<file path="config.mk">
export PLATFORM = sky130hd
export DESIGN_NAME = inst_mem_loader
export DESIGN_NICKNAME = d
export VERILOG_FILES = /design/src/rtl/inst_mem_loader.sv
export SDC_FILE = /design/constraint.sdc
export NUM_CORES = 1
export LEC_CHECK = 0
export BUFFER_PORTS_ARGS = -buffer_cell sky130_fd_sc_hd__buf_2
export CORE_MARGIN = 1
export CORE_UTILIZATION = 30
export CTS_CLUSTER_DIAMETER = 80
export DETAILED_ROUTE_END_ITERATION = 7
export HOLD_SLACK_MARGIN = 0.12
export RECOVER_POWER = 100
export SLEW_MARGIN = 40
export SYNTH_ARGS = -nofsm -noshare
export SYNTH_HDL_FRONTEND = slang
export SYNTH_SLANG_ARGS = --single-unit
</file>
<file path="constraint.sdc">
create_clock -name clk -period 2.3 [get_ports clk]
set_input_delay 0.115 -clock clk [delete_from_list [all_inputs] [get_ports clk]]
set_output_delay 0.115 -clock clk [all_outputs]
set_load 0.01 [all_outputs]
</file>
<file path="src/rtl/inst_mem_loader.sv">
// Writable 32 x 16-bit instruction memory filled from a big-endian byte stream.
// Define INST_LOADER_CHECKSUM_EN to consume and verify one trailing checksum byte.
module inst_mem_loader (
  input  logic        clk,
  input  logic        reset_n,
  input  logic        start,
  input  logic [4:0]  wordCountM1,
  input  logic [7:0]  byteIn,
  input  logic        byteValid,
  output logic        byteReady,
  input  logic [4:0]  address,
  output logic [15:0] instruction,
  output logic        loading,
  output logic        cpuHold,
  output logic        done,
  output logic        error
);

  typedef enum logic [2:0] {
    StIdle,
    StRxHi,
    StRxLo,
`ifdef INST_LOADER_CHECKSUM_EN
    StCheck,
`endif
    StDone
  } state_e;

  state_e      state_q, state_d;
  logic [4:0]  wr_ptr_q, wr_ptr_d;
  logic [4:0]  remaining_q, remaining_d;
  logic [7:0]  hi_byte_q, hi_byte_d;
  logic        done_q, done_d;
  logic        mem_we;
  logic [15:0] mem_q [32];

`ifdef INST_LOADER_CHECKSUM_EN
  logic [7:0] sum_q, sum_d, sum_next;
  logic       error_q, error_d;

  assign sum_next = sum_q + byteIn;
  assign error    = error_q;
`else
  assign error = 1'b0;
`endif

  always_comb begin
    state_d     = state_q;
    wr_ptr_d    = wr_ptr_q;
    remaining_d = remaining_q;
    hi_byte_d   = hi_byte_q;
    done_d      = done_q;
    mem_we      = 1'b0;
    byteReady   = 1'b0;
    loading     = 1'b0;
`ifdef INST_LOADER_CHECKSUM_EN
    sum_d       = sum_q;
    error_d     = error_q;
`endif
    unique case (state_q)
      StIdle, StDone: begin
        if (start) begin
          state_d     = StRxHi;
          wr_ptr_d    = 5'd0;
          remaining_d = wordCountM1;
          done_d      = 1'b0;
`ifdef INST_LOADER_CHECKSUM_EN
          sum_d       = 8'd0;
          error_d     = 1'b0;
`endif
        end
      end
      StRxHi: begin
        byteReady = 1'b1;
        loading   = 1'b1;
        if (byteValid) begin
          hi_byte_d = byteIn;
          state_d   = StRxLo;
`ifdef INST_LOADER_CHECKSUM_EN
          sum_d     = sum_next;
`endif
        end
      end
      StRxLo: begin
        byteReady = 1'b1;
        loading   = 1'b1;
        if (byteValid) begin
          mem_we = 1'b1;
`ifdef INST_LOADER_CHECKSUM_EN
          sum_d  = sum_next;
`endif
          if (remaining_q == 5'd0) begin
`ifdef INST_LOADER_CHECKSUM_EN
            state_d = StCheck;
`else
            state_d = StDone;
            done_d  = 1'b1;
`endif
          end else begin
            // remaining reaches 0 no later than wr_ptr reaches 31, so no wrap
            wr_ptr_d    = wr_ptr_q + 5'd1;
            remaining_d = remaining_q - 5'd1;
            state_d     = StRxHi;
          end
        end
      end
`ifdef INST_LOADER_CHECKSUM_EN
      StCheck: begin
        byteReady = 1'b1;
        loading   = 1'b1;
        if (byteValid) begin
          state_d = StDone;
          done_d  = 1'b1;
          error_d = (sum_next != 8'd0);
        end
      end
`endif
      default: state_d = StIdle;
    endcase
  end

  always_ff @(posedge clk or negedge reset_n) begin
    if (!reset_n) begin
      state_q     <= StIdle;
      wr_ptr_q    <= 5'd0;
      remaining_q <= 5'd0;
      hi_byte_q   <= 8'd0;
      done_q      <= 1'b0;
`ifdef INST_LOADER_CHECKSUM_EN
      sum_q       <= 8'd0;
      error_q     <= 1'b0;
`endif
    end else begin
      state_q     <= state_d;
      wr_ptr_q    <= wr_ptr_d;
      remaining_q <= remaining_d;
      hi_byte_q   <= hi_byte_d;
      done_q      <= done_d;
`ifdef INST_LOADER_CHECKSUM_EN
      sum_q       <= sum_d;
      error_q     <= error_d;
`endif
    end
  end

  // Reset clears the whole array so no partial program survives an aborted load.
  always_ff @(posedge clk or negedge reset_n) begin
    if (!reset_n) begin
      for (int i = 0; i < 32; i++) begin
        mem_q[i] <= 16'h0000;
      end
    end else if (mem_we) begin
      mem_q[wr_ptr_q] <= {hi_byte_q, byteIn};
    end
  end

  assign instruction = mem_q[address];
  assign cpuHold     = loading;
  assign done        = done_q;

endmodule

</file>
==> flow_summary.toml <==
[worst_setup_path]
r2r-start = "state_q[0]"
critPathArrivalTime_ps = 2130
crit_chain = "mux2i_1 > a22o_1 > nor3_1 > a31oi_1 > nand3_1 > clkbuf_2"
r2r_slack_ps = 140
path_max_fanout = 2
ff2ff_path_depth = 6
crit_cells = 6
crit_path_start_kind = "register"
critPathTopFamily = "simple AND/OR/NAND/NOR gates"
cp_num_buf_inv = 1
path_class = "register to output pin"
crit_required_ps = 2180
worst_r2r_endpoint = "mem_q[239]"
endpoint_kind = "output pin"
critPathSlowestCell = "dfrtp_1"
critPathMaxStageDelay_ps = 350

[route]
drtPass1Iterations = 5
drtIter0Drc = 661
drc = 0
avgViaCountPerCell = 5.06
route.antenna.remaining_nets = 0
vias = 15200
wirelength_um = 63200
avgRoutedWirePerCell_um = 21.0

[timing]
min_period_over_period = 0.977
setup_viol = 0
hold_violations = 0
max_slew_margin = 0.321
period_needed_ps = 2250
whs_ps = 172
slew_viol_final = 0
fin_skew_ps = 24.0
fmax_mhz = 445
worst_slew_pin_slew_ps = 1020

[synthesis]
yosys_warnings = 0
synth_top_cell_by_area = "dfrtp_1"
synth_top_area_share = 0.534
synthTopCellsByArea = "dfrtp_1, mux2_2, mux2i_1, a22oi_1, a22o_1"
syn_inst = 1837
ys_types = 41
ys_seq_area_frac = 0.534
ys_ff_latch = 533
netlist_area_um2 = 25000
synth_area_per_cell_um2 = 13.6
synth_nets = 1866

[global_route]
grtUsageTotal = 0.151
antenna_found_initial = 1
grt_pass1_wl_um = 99000
grt_max_degree = 70
overflow = 0
first_global_vias = 16400

[placed_design]
gp_congestion = 0.769
dpl.hpwl_um = 40100
place.port_buffers = 41

[clocking]
numClockSinks = 533
insertion_delay_ps = 620
clkTransAtPathRegs_ps = 60
cts_tree = "built"
cts_setup_buffers = 0
root_buffer = "clkbuf_16"
cts-htree-levels = 2
cts_buffer_depth = 3
numCtsBuffers = 54

[job]
drv_cap = 0

[cells_and_area]
final_core_util = 0.348
area_growth_pct = 14.8
fin_nets = 1916
drive_gt1_frac = 0.396

[pwr]
totalPowerFinal_uw = 22900
ir_drop_mv = 0.529
p_leak_uw = 0.0142
p_per_area_nw_per_um2 = 801

[floorplanning]
die-area_um2 = 84400
start_util = 0.304
die_y_um = 290
die_x_um = 290
core_um2 = 82200
pin_count = 43
fp-row-count = 105

[worst_hold_path]
hold_class = "input port to register"
min_to = "mem_q[340]"
hp-start = "byteIn[4]"
holdPathStages = 2

[status]
outcome = "finished, final reports clean"
## what timing repair did
item                                    in CTS  in global routing
pin swaps                                    1                  2
resized for setup                            4                  8
hold buffers                                10                  0
endpoints found under the setup margin       4                  8
endpoints found under the hold margin      541                  0
## how the worst max path moves through the flow
stage | slack (ps) | to | start
floorplan | 380 | mem_q[5] | state_q[0]
global placement | 160 | instruction[12] | address[1]
detailed placement | 160 | instruction[12] | address[1]
CTS | 6 | instruction[2] | mem_q[466]
global route | -20 | instruction[2] | mem_q[498]
finish | 50 | instruction[15] | mem_q[479]
## cell type report
class	instances	area, µm²
repair buffers	154	1270
diodes	1	2.50
inverters	9	33.8
fillers	7961	53600
clock inverters	21	312
flip-flops and latches	533	13300
clock buffers	79	1590
well taps	1070	1340
multi-input cells	1135	10800
## worst reg2reg max path, cell delays in order (launching register included)
cell	delay, ps
dfrtp_1	400
inv_1	70
ha_1	330
and3_1	350
nand2_1	280
buf_4	320
mux2_2	310
## cells by family after synthesis
group,share of synthesized area
AOI/OAI and AO/OA,0.0476
adders and majority gates,0.00351
buffers and inverters,0.0360
DFF,0.534
muxes,0.338
other,0.000150
and+or+nand+nor,0.0404
## cells in the final DEF (no fill, tap or decap), types with 15 or more instances in the layout
cell type,instances
nor2_1,17
clkbuf_2,15
clkbuf_4,19
clkbuf_16,55
mux2_1,18
nand2_1,45
buf_4,48
dfrtp_1,527
a22oi_1,67
buf_12,17
mux2i_1,258
a22o_1,33
nand3_1,38
mux2_2,502
buf_2,25
nand4_1,16
clkbuf_1,25
a21oi_1,34
## flip-flops by register name, summed over array words and instances, names as in the netlist
register / flops
done: 1
hi_byte_q: 8
mem_q: 512
remaining_q: 5
state_q: 2
wr_ptr_q: 5
## per-stage QoR
stage	std cells	instance area (µm²)	TNS (ps)	worst slack, ps
6_report	3002	28700	0	53.7
5_1_grt	3001	28700	-20.7	-16.9
4_1_cts	3001	29000	0	5.64
3_5_place_dp	2891	27000	0	162
3_3_place_gp	2891	26900	0	160
2_1_floorplan	1837	25000	0	377
## power by group
part / total [µW] / leakage [µW] / switching (µW) / internal [µW]
logic: 2780 / 0.00588 / 1620 / 1160
clock network: 9340 / 0.000931 / 3770 / 5570
registers: 10800 / 0.00737 / 891 / 9930
total: 22900 / 0.0142 / 6280 / 16700
## Yosys cell counts (all sizes together)
cell type / n
a22o: 33
nor2b: 6
buf: 89
nor3b: 3
a22oi: 67
nand3: 40
o211ai: 1
a31oi: 17
nor2: 20
nand4: 16
a21o: 1
dfrtp: 533
nand3b: 3
nor3: 19
or4: 1
a21oi: 35
and2: 3
nand2: 57
nand2b: 6
o21a: 1
inv: 9
o31ai: 5
mux2: 520
ha: 7
conb: 1
mux2i: 258
clkbuf: 71
and3: 4
or2: 1
o21ai: 10
## per-layer routing
metal	global-route usage	share of wire	wire length (µm)	up-vias
li1	-	-	-	6766
met1	0.204	0.46	29200	8057
met2	0.247	0.47	29900	262
met3	0.0257	0.040	2510	94
met4	0.0437	0.025	1560	2
met5	0	0.00027	17	-
Power figures use the tool's default switching activity.
